==> config.mk <==
export PLATFORM = sky130hd
export DESIGN_NAME = alu_issue_stage
export DESIGN_NICKNAME = d
export VERILOG_FILES = /design/src/rtl/alu_issue_stage.sv
export SDC_FILE = /design/constraint.sdc
export NUM_CORES = 1
export LEC_CHECK = 0
export ABC_AREA = 1
export CAP_MARGIN = 20
export CORE_ASPECT_RATIO = 1.4
export CORE_MARGIN = 4
export CORE_UTILIZATION = 55
export DETAILED_ROUTE_END_ITERATION = 12
export PLACE_DENSITY = 0.95
export SETUP_SLACK_MARGIN = 0.02
export SKIP_CTS_REPAIR_TIMING = 1
export SLEW_MARGIN = 20
export SYNTH_ARGS = -nofsm -noshare
export SYNTH_HDL_FRONTEND = slang
export SYNTH_SLANG_ARGS = --single-unit
==> constraint.sdc <==
create_clock -name clk -period 3.7 [get_ports clk]
set_input_delay 1.11 -clock clk [delete_from_list [all_inputs] [get_ports clk]]
set_output_delay 1.11 -clock clk [all_outputs]
set_load 0.1 [all_outputs]
==> src/rtl/alu_issue_stage.sv <==
// Issue/writeback stage feeding a 2-bit-opcode combinational ALU, with a 4-entry register file.
// Optional macro ALU_ISSUE_FWD_EN: forward the writeback result into operand read instead of stalling.
module alu_issue_stage #(
    parameter int WIDTH = 8,
    parameter int CNT_W = 16
) (
    input  logic             clk,
    input  logic             reset_n,
    input  logic             in_valid,
    output logic             in_ready,
    input  logic [7:0]       in_instr,
    input  logic             in_imm_en,
    input  logic [WIDTH-1:0] in_imm,
    output logic             alu_valid,
    input  logic             alu_ready,
    output logic [1:0]       alu_op,
    output logic [WIDTH-1:0] alu_a,
    output logic [WIDTH-1:0] alu_b,
    input  logic [WIDTH-1:0] alu_result,
    input  logic [1:0]       dbg_addr,
    output logic [WIDTH-1:0] dbg_data,
    output logic [CNT_W-1:0] retire_cnt
);

    typedef enum logic [1:0] {
        OP_ADDU = 2'h0,
        OP_SUBU = 2'h1,
        OP_AND  = 2'h2,
        OP_XOR  = 2'h3
    } op_e;

    op_e              op_q;
    logic [WIDTH-1:0] a_q;
    logic [WIDTH-1:0] b_q;
    logic [1:0]       rd_q;
    logic             valid_q;
    logic [CNT_W-1:0] retire_q;

    // Entry 0 is reset to zero and never written, so it always reads zero.
    logic [WIDTH-1:0] rf [4];

    op_e              op_in;
    logic [1:0]       rd_in;
    logic [1:0]       rs_in;
    logic [1:0]       rt_in;
    logic [WIDTH-1:0] opnd_a;
    logic [WIDTH-1:0] opnd_b;
    logic             issue;
    logic             wb;

    assign op_in = op_e'(in_instr[7:6]);
    assign rd_in = in_instr[5:4];
    assign rs_in = in_instr[3:2];
    assign rt_in = in_instr[1:0];

    assign wb    = valid_q && alu_ready;
    assign issue = in_valid && in_ready;

`ifdef ALU_ISSUE_FWD_EN
    logic fwd_a;
    logic fwd_b;

    always_comb begin
        fwd_a    = wb && (rd_q != '0) && (rd_q == rs_in);
        fwd_b    = wb && (rd_q != '0) && (rd_q == rt_in);
        opnd_a   = fwd_a ? alu_result : rf[rs_in];
        opnd_b   = in_imm_en ? in_imm : (fwd_b ? alu_result : rf[rt_in]);
        in_ready = !valid_q || alu_ready;
    end
`else
    logic hazard;

    // Without forwarding, hold off a reader of the in-flight rd until it has written back.
    always_comb begin
        hazard   = valid_q && (rd_q != '0) &&
                   ((rd_q == rs_in) || (!in_imm_en && (rd_q == rt_in)));
        opnd_a   = rf[rs_in];
        opnd_b   = in_imm_en ? in_imm : rf[rt_in];
        in_ready = (!valid_q || alu_ready) && !hazard;
    end
`endif

    always_ff @(posedge clk or negedge reset_n) begin
        if (!reset_n) begin
            op_q    <= OP_ADDU;
            a_q     <= '0;
            b_q     <= '0;
            rd_q    <= '0;
            valid_q <= 1'b0;
        end else if (issue) begin
            op_q    <= op_in;
            a_q     <= opnd_a;
            b_q     <= opnd_b;
            rd_q    <= rd_in;
            valid_q <= 1'b1;
        end else if (wb) begin
            valid_q <= 1'b0;
        end
    end

    always_ff @(posedge clk or negedge reset_n) begin
        if (!reset_n) begin
            for (int unsigned i = 0; i < 4; i++) begin
                rf[i] <= '0;
            end
            retire_q <= '0;
        end else if (wb) begin
            if (rd_q != '0) begin
                rf[rd_q] <= alu_result;
            end
            retire_q <= retire_q + CNT_W'(1);
        end
    end

    assign alu_valid  = valid_q;
    assign alu_op     = op_q;
    assign alu_a      = a_q;
    assign alu_b      = b_q;
    assign dbg_data   = rf[dbg_addr];
    assign retire_cnt = retire_q;

endmodule

==> results.ini, run 1 <==
[clock_tree]
cts_buffers = 9
clk_latency_ns = 0.35
root_buffer = clkbuf_8
clk_pin_slew_worst_paths_ns = 0.07
cts_sinks = 69
cts_tree = yes
htreeDepth = 3
cts.path.max_buffers = 2

[drt]
route.final.wire_length_um = 10600
drtIter0Drc = 339
via_per_inst = 5.80
antenna_left = 0
vias = 3730
drt-pass1-iter-count = 6
drc = 0
wire_per_inst_um = 16.5

[placement]
place_congestion = 0.879
port_buffers = 74
place_inst = 623
hpwl_um = 7690

[sta]
timing.hold.ws_ns = 0.465
slew_violations = 0
period_needed_ns = 3.65
tightest_slew_ns = 0.686
fmax_ghz = 0.274
setup_viol = 0
hold_viol_final = 0
slew_headroom_pct = 54.2
setup_tns_ns = 0
fin_crit_sh_pct = 98.5
skew_ns = 0.00952
rsz0062_at_grt = true

[floorplan]
die_w_um = 77.5
chipHeight_um = 105
die_area_um2 = 8160
io_pins = 75
start_util_pct = 56.6
num_rows = 35
coreArea_um2 = 6570

[final_layout]
final_util_pct = 74.9
fin_cells = 643
ff_latch_area_um2 = 1730
fillCellCount = 465
diodes = 0
final_common_cell = nand2_1
final_nets = 596
multiInputGateArea_um2 = 1740
final_cell_mix = 171 x nand2_1, 69 x dfrtp_1, 54 x buf_4
area_delta_synth_final_pct = 32.3
drive_gt1_share_pct = 18.3

[logic_synthesis]
syn_nets = 525
netlist_instances = 493
ys.flop_type = dfrtp_1
async_flop_share_pct = 100
synth-seq-cells = 69
synth_edf_count = 0
syn_avg_cell_area_um2 = 7.54
seq_area_frac_synth_pct = 46.4
yosys_warnings = 0
syn_area_um2 = 3720
ys_types = 28

[power_and_ir_drop]
clockPowerShare_pct = 20.5
vdd_ir_drop_max_mv = 0.423
p_comb_share_pct = 49.0
p_per_area_nw_per_um2 = 826
power_leakage_nw = 2.48
total_power_mw = 4.06
power_frac_seq_pct = 30.4
p_sw_mw = 2.02
swShare_pct = 49.7
p_int_mw = 2.04

[grt]
grt_pass1_wl_um = 17600
grt_overflow_total = 0
grt_pass1_vias = 3651
antenna_found_initial = 0
grt_usage_pct = 27.0
grt_max_degree = 44

[critical_path]
critPathKind = input pin to output port
crit_required_ns = 2.59
path_max_fanout = 8
cp.arrival_ns = 2.54
critPathLaunchType = input pin
worst_setup_path_end_kind = output port

[flow_run]
cap_violations = 0

[worst_hold_path]
hp-class = flip-flop to flip-flop

[run_status]
run_status = complete, no violations

## flip-flops by register name, summed over array words and instances (netlist names)
| name | count |
|---|---|
| alu_a | 8 |
| alu_b | 8 |
| alu_op | 2 |
| alu_valid | 1 |
| rd_q | 2 |
| retire_cnt | 16 |
| rf | 32 |
## metrics by stage
step	cell area [um^2]	setup slack, ns
after floorplan	3810	0.128
after global placement	4620	0.158
after detailed placement	4620	0.0572
after CTS	4890	0.0380
after global routing	4920	-0.0173
final	4920	0.0538
## final cells by class
cell class | count | area share, %
Timing Repair Buffer | 95 | 18.4
Clock inverter | 6 | 2.72
Tap cell | 74 | 1.88
Inverter | 46 | 3.64
Clock buffer | 10 | 2.80
Sequential cell | 69 | 35.1
Multi-Input combinational cell | 343 | 35.5
## synth_stat cells (3+ instances only)
cell      number  area share, %
xor2_1         6            1.4
nand2_2        3           0.50
o211ai_1       8            1.6
inv_1         43            4.3
dfrtp_1       69             46
xnor2_1        7            1.6
nand4_1       22            3.7
nor2_1         4           0.40
clkbuf_1      20            2.0
nand3_1       34            4.6
nand2_1      171             17
nor3_1         6           0.81
buf_2          9            1.2
a21oi_1       33            4.4
o21ai_0       41            5.5
## worst max-delay path: stages
cell and delay, ns:
clkdlybuf4s50_1 0.53, clkinvlp_4 0.11, buf_2 0.18, buf_4 0.14
a21oi_1 0.23, a21oi_4 0.06, buf_12 0.17
## power groups by stage
stage / clock, mW / combinational [mW] / sequential [mW]
after floorplan: 0 / 0.744 / 1.92
after global placement: 0 / 1.93 / 1.22
after detailed placement: 0 / 1.98 / 1.24
after CTS: 0.838 / 1.99 / 1.22
after global routing: 0.871 / 2.11 / 1.26
final: 0.835 / 1.99 / 1.24
## kinds of logic (layout without fill, tap and decap cells)
family / after synthesis / in the layout / synth area share [%]
AOI/OAI and AO/OA: 84 / 84 / 12.0
DFF: 69 / 69 / 46.4
and+or+nand+nor: 245 / 245 / 29.0
adders and majority gates: 1 / 1 / 0.337
xor gates and xnor gates: 13 / 13 / 3.06
buffers and inverters: 81 / 157 / 9.15
## per-layer routing
layer | share of wire, % | global-route usage, % | routed length (um)
met5 | 0 | 0 | 0
met4 | 3.4 | 13.2 | 355
met3 | 8.6 | 6.41 | 907
met2 | 51 | 44.2 | 5370
met1 | 37 | 33.4 | 3960
## worst paths after layout
check | from | endpoint | slack (ns) | depth (start not counted)
setup / recovery | dbg_addr[0] | dbg_data[6] | 0.05 | 7
hold / removal | rf[26] | rf[26] | 0.46 | 0
setup reg to reg | alu_valid | rf[21] | 1.97 | 4
hold reg to reg | rf[26] | rf[26] | 0.46 | 0
max in group asynchronous | reset_n | rf[15] | 2.48 | 2
min in group asynchronous | reset_n | retire_cnt[2] | 0.75 | 2
(Power assumes the default switching activity.)
==> run 2, diff against run 1 <==
--- a/config.mk
+++ b/config.mk
@@ -13,7 +13,6 @@
 export DETAILED_ROUTE_END_ITERATION = 12
 export PLACE_DENSITY = 0.95
 export SETUP_SLACK_MARGIN = 0.02
-export SKIP_CTS_REPAIR_TIMING = 1
 export SLEW_MARGIN = 20
 export SYNTH_ARGS = -nofsm -noshare
 export SYNTH_HDL_FRONTEND = slang
==> constraint.sdc (replaced) <==
create_clock -name clk -period 4.6 [get_ports clk]
set_input_delay 1.38 -clock clk [delete_from_list [all_inputs] [get_ports clk]]
set_output_delay 1.38 -clock clk [all_outputs]
set_load 0.1 [all_outputs]
==> results.ini, run 2 (synthesis results as in run 1) <==
[final_layout]
fin_cells = 633  ; was 643
final_util_pct = 73.2  ; was 74.9%
fillCellCount = 480  ; was 465
diodes = 0  ; unchanged
drive_gt1_share_pct = 10.0  ; was 18.3%
multiInputGateArea_um2 = 1680  ; was 1740 um^2
fin_area_um2 = 4810  ; was 4920 um^2
regMostFlops = rf  ; unchanged
area_delta_synth_final_pct = 29.4  ; was 32.3%
final_nets = 586  ; was 596
largest_register_ffs = 32  ; unchanged
final_common_cell = nand2_1  ; unchanged
final_cell_mix = 171 x nand2_1, 69 x dfrtp_1, 64 x clkdlybuf4s50_1  ; was 171 x nand2_1, 69 x dfrtp_1, 54 x buf_4
ff_latch_area_um2 = 1730  ; unchanged

[clock_tree]
htreeDepth = 3  ; unchanged
cts_hold_buf = 0
clk_pin_slew_worst_paths_ns = 0.07  ; about the same
cts_sinks = 69  ; unchanged
clk_latency_ns = 0.34  ; was 0.35 ns
cts_tree = yes  ; unchanged
post_cts_resize_count = 0
cts.path.max_buffers = 2  ; unchanged
cts_buffers = 9  ; unchanged
root_buffer = clkbuf_8  ; unchanged
cts_setup_buffers = 0

[floorplan]
num_rows = 35  ; unchanged
coreArea_um2 = 6570  ; unchanged
die_w_um = 77.5  ; unchanged
start_util_pct = 56.6  ; unchanged
io_pins = 75  ; unchanged
die_area_um2 = 8160  ; unchanged
chipHeight_um = 105  ; unchanged

[drt]
wire_per_inst_um = 16.2  ; was 16.5 um
antenna_left = 0  ; unchanged
via_per_inst = 5.68  ; was 5.80
route.final.wire_length_um = 10300  ; was 10600 um
drt-pass1-iter-count = 5  ; was 6
drc = 0  ; unchanged
vias = 3593  ; was 3730
drtIter0Drc = 270  ; was 339

[sta]
setup_tns_ns = 0  ; unchanged
tightest_slew_ns = 1.00  ; was 0.686 ns
skew_ns = 0.00411  ; was 0.00952 ns
slew_headroom_pct = 33.1  ; was 54.2%
period_needed_ns = 4.25
slew_violations = 0  ; unchanged
fmax_ghz = 0.235
setup_viol = 0  ; unchanged
rsz0062_at_grt = false  ; was true
hold_viol_final = 0  ; unchanged
fin_crit_sh_pct = 92.3

[power_and_ir_drop]
vdd_ir_drop_max_mv = 0.370  ; was 0.423 mV
power_leakage_nw = 2.35  ; was 2.48 nW
p_per_area_nw_per_um2 = 654  ; was 826 nW/um^2
total_power_mw = 3.14  ; was 4.06 mW

[run_status]
run_status = complete, no violations  ; unchanged

[critical_path]
critPathLaunchType = input pin  ; unchanged
cp.arrival_ns = 2.87  ; was 2.54 ns
critPathKind = input pin to output port  ; unchanged
path_max_fanout = 24  ; was 8
crit_required_ns = 3.22  ; was 2.59 ns
worst_setup_path_end_kind = output port  ; unchanged

[worst_hold_path]
hp-class = flip-flop to flip-flop  ; unchanged

[grt]
grt_pass1_wl_um = 16800  ; was 17600 um
antenna_found_initial = 0  ; unchanged
grt_max_degree = 53  ; was 44
grt_pass1_vias = 3455  ; was 3651
grt_usage_pct = 25.8  ; was 27.0%
grt_overflow_total = 0  ; unchanged

[placement]
port_buffers = 74  ; unchanged
placed_area_um2 = 4580  ; was 4620 um^2
place_congestion = 0.930  ; was 0.879
place_inst = 617  ; was 623
hpwl_um = 7730  ; was 7690 um

[flow_run]
cap_violations = 0  ; unchanged

[run 2: cell types whose count changed in the layout (fill, tap and decap cells not counted), sizes merged]
| cell | delta |
|---|---|
| clkdlybuf4s50 | +35 |
| clkbuf | +1 |
| buf | -45 |
| inv | +1 |
| clkinvlp | +1 |
| bufinv | -2 |
| clkinv | -1 |
[run 2: report_power, final]
| part | switching [mW] | internal (mW) |
|---|---|---|
| logic | 1.16 | 0.425 |
| clock network | 0.231 | 0.321 |
| registers | 0.207 | 0.796 |
| total | 1.60 | 1.54 |
[run 2: final timing paths]
check / startpoint / endpoint / slack (ns) / cells past startpoint
worst max-delay path: dbg_addr[0] / dbg_data[3] / 0.35 / 6
worst max register to register: rd_q[1] / alu_b[0] / 2.63 / 9
min in group asynchronous: reset_n / retire_cnt[4] / 1.07 / 1
worst min-delay path: rf[27] / rf[27] / 0.44 / 0
max in group asynchronous: reset_n / alu_a[5] / 2.91 / 2
worst min register to register: rf[27] / rf[27] / 0.44 / 0
[run 2: final cells by class]
type | instances | area share (%)
Clock inverter | 5 | 1.74
Multi-Input combinational cell | 343 | 34.9
Timing Repair Buffer | 85 | 18.9
Inverter | 46 | 3.64
Sequential cell | 69 | 35.9
Tap cell | 74 | 1.92
Clock buffer | 11 | 2.94
[run 2: critical path: stages]
cell             delay, ns
clkdlybuf4s50_1       0.47
inv_1                 0.25
o21ai_0               0.29
a21oi_1               0.08
a21oi_2               0.19
buf_12                0.19
[run 2: per-layer routing]
layer / track usage (%) / vias up / wire length (um)
li1: - / 1722 / -
met1: 30.3 / 1639 / 3810
met2: 45.6 / 200 / 5360
met3: 5.04 / 32 / 773
met4: 10.8 / 0 / 312
met5: 0 / - / 0
[run 2: stage by stage]
step | hold WS [ns] | setup WS [ns]
after floorplan | 0.467 | -0.000417
after global placement | 0.413 | 0.387
after detailed placement | 0.419 | 0.350
after CTS | 0.435 | 0.356
after global routing | 0.462 | 0.175
final | 0.442 | 0.354
==> run 3, diff against run 2 <==
--- a/config.mk
+++ b/config.mk
@@ -7,11 +7,10 @@
 export LEC_CHECK = 0
 export ABC_AREA = 1
 export CAP_MARGIN = 20
-export CORE_ASPECT_RATIO = 1.4
 export CORE_MARGIN = 4
-export CORE_UTILIZATION = 55
+export CORE_UTILIZATION = 30
 export DETAILED_ROUTE_END_ITERATION = 12
-export PLACE_DENSITY = 0.95
+export PLACE_DENSITY = 0.61
 export SETUP_SLACK_MARGIN = 0.02
 export SLEW_MARGIN = 20
 export SYNTH_ARGS = -nofsm -noshare
==> results.ini, run 3 (synthesis results as in run 1) <==
[grt]
antenna_found_initial = 0  ; unchanged
grt_overflow_total = 0  ; unchanged
grt_usage_pct = 15.6  ; was 25.8%
grt_pass1_wl_um = 18000  ; was 16800 um
grt_pass1_vias = 3450  ; was 3455
grt_max_degree = 33  ; was 53

[final_layout]
area_delta_synth_final_pct = 35.8  ; was 29.4%
drive_gt1_share_pct = 10.2  ; was 10.0%
final_util_pct = 41.9  ; was 73.2%
final_cell_mix = 171 x nand2_1, 69 x dfrtp_1, 64 x clkdlybuf4s50_1  ; unchanged
largest_register_ffs = 32  ; unchanged
diodes = 0  ; unchanged
fillCellCount = 1231  ; was 480
final_nets = 587  ; was 586
final_common_cell = nand2_1  ; unchanged
regMostFlops = rf  ; unchanged

[worst_hold_path]
hold_path_depth = 0  ; unchanged
hp-class = flip-flop to flip-flop  ; unchanged

[sta]
fin_crit_sh_pct = 93.2  ; was 92.3%
slew_violations = 0  ; unchanged
hold_viol_final = 0  ; unchanged
setup_viol = 0  ; unchanged
tightest_slew_ns = 1.00  ; about the same
skew_ns = 0.00418  ; was 0.00411 ns
slew_headroom_pct = 33.1  ; about the same
rsz0062_at_grt = false  ; unchanged
fmax_ghz = 0.233  ; was 0.235 GHz
period_needed_ns = 4.29  ; was 4.25 ns

[clock_tree]
htreeDepth = 3  ; unchanged
cts_hold_buf = 0  ; unchanged
root_buffer = clkbuf_16  ; was clkbuf_8
cts_buffers = 9  ; unchanged
post_cts_resize_count = 0  ; unchanged
cts_setup_buffers = 0  ; unchanged
cts.path.max_buffers = 2  ; unchanged
cts_sinks = 69  ; unchanged
clk_pin_slew_worst_paths_ns = 0.06  ; was 0.07 ns
cts_tree = yes  ; unchanged
clk_latency_ns = 0.33  ; was 0.34 ns

[power_and_ir_drop]
power_leakage_nw = 2.41  ; was 2.35 nW
p_per_area_nw_per_um2 = 669  ; was 654 nW/um^2
total_power_mw = 3.38  ; was 3.14 mW
vdd_ir_drop_max_mv = 0.316  ; was 0.370 mV

[floorplan]
num_rows = 40  ; was 35
io_pins = 75  ; unchanged
chipHeight_um = 119  ; was 105 um
start_util_pct = 30.8  ; was 56.6%
coreArea_um2 = 12100  ; was 6570 um^2
die_area_um2 = 14200  ; was 8160 um^2
die_w_um = 119  ; was 77.5 um

[placement]
hpwl_um = 7980  ; was 7730 um
port_buffers = 74  ; unchanged
place_congestion = 0.874  ; was 0.930

[critical_path]
critPathLaunchType = input pin  ; unchanged
crit_cells = 6  ; unchanged
worst_setup_path_end_kind = output port  ; unchanged
crit_required_ns = 3.22  ; about the same
reg2reg_depth = 4  ; was 9
path_buf_inv = 3  ; unchanged
cp.arrival_ns = 2.91  ; was 2.87 ns
slowest_stage = inv_1  ; was clkdlybuf4s50_1
crit_family = buffers and inverters  ; unchanged
critPathKind = input pin to output port  ; unchanged
crit_chain = clkdlybuf4s50_1, inv_1, o21ai_0, a21oi_1, a21oi_2, buf_12  ; unchanged
path_max_fanout = 24  ; unchanged
max_stage_delay_ns = 0.48  ; was 0.47 ns

[drt]
route.final.wire_length_um = 10900  ; was 10300 um
drt-pass1-iter-count = 5  ; unchanged
wire_per_inst_um = 14.9  ; was 16.2 um
vias = 3546  ; was 3593
antenna_left = 0  ; unchanged
drtIter0Drc = 299  ; was 270
drc = 0  ; unchanged
via_per_inst = 4.87  ; was 5.68

[run_status]
run_status = complete, no violations  ; unchanged

[flow_run]
cap_violations = 0  ; unchanged

## run 3: cell count changes in the layout (fill, tap and decap cells not counted)
cell / delta
clkinv_2: +1
clkbuf_8: -10
clkinvlp_4: -1
clkbuf_16: +9
buf_2: +1
bufinv_16: +1
## run 3: layout make-up
class	count	area (um^2)	share of cell area (%)
clock buffers	10	229	4.54
clock inverters	6	111	2.21
inverters	46	175	3.47
multi-input cells	343	1680	33.3
flip-flops and latches	69	1730	34.2
well taps	168	210	4.16
repair buffers	86	916	18.1
## run 3: path summary, 6_finish.rpt
path,startpoint,to,slack [ns]
hold / removal,rf[26],rf[26],0.44
setup / recovery,dbg_addr[0],dbg_data[4],0.31
setup reg to reg,alu_valid,rf[11],2.87
min in group asynchronous,reset_n,retire_cnt[9],0.97
hold reg to reg,rf[26],rf[26],0.44
max in group asynchronous,reset_n,rf[12],2.90
## run 3: routing by layer
layer | global-route usage, % | up-vias | part of all wire (%)
li1 | - | 1727 | -
met1 | 21.7 | 1679 | 46
met2 | 24.0 | 128 | 46
met3 | 3.61 | 12 | 5.9
met4 | 4.87 | 0 | 1.8
met5 | 0 | - | 0
## run 3: report_power, final
part           switching, mW  internal (mW)  leakage (nW)
logic                   1.16          0.428          1.38
registers              0.196          0.798         0.864
clock network          0.266          0.530         0.163
## run 3: stage by stage
step	worst slack, ns	setup TNS, ns	hold slack [ns]	instance area (um^2)	std cells
after floorplan	-0.000417	-0.000417	0.467	3750	493
after global placement	0.402	0	0.431	4710	712
after detailed placement	0.336	0	0.423	4710	712
after CTS	0.333	0	0.436	5050	728
after global routing	0.158	0	0.452	5050	728
final	0.314	0	0.443	5050	728
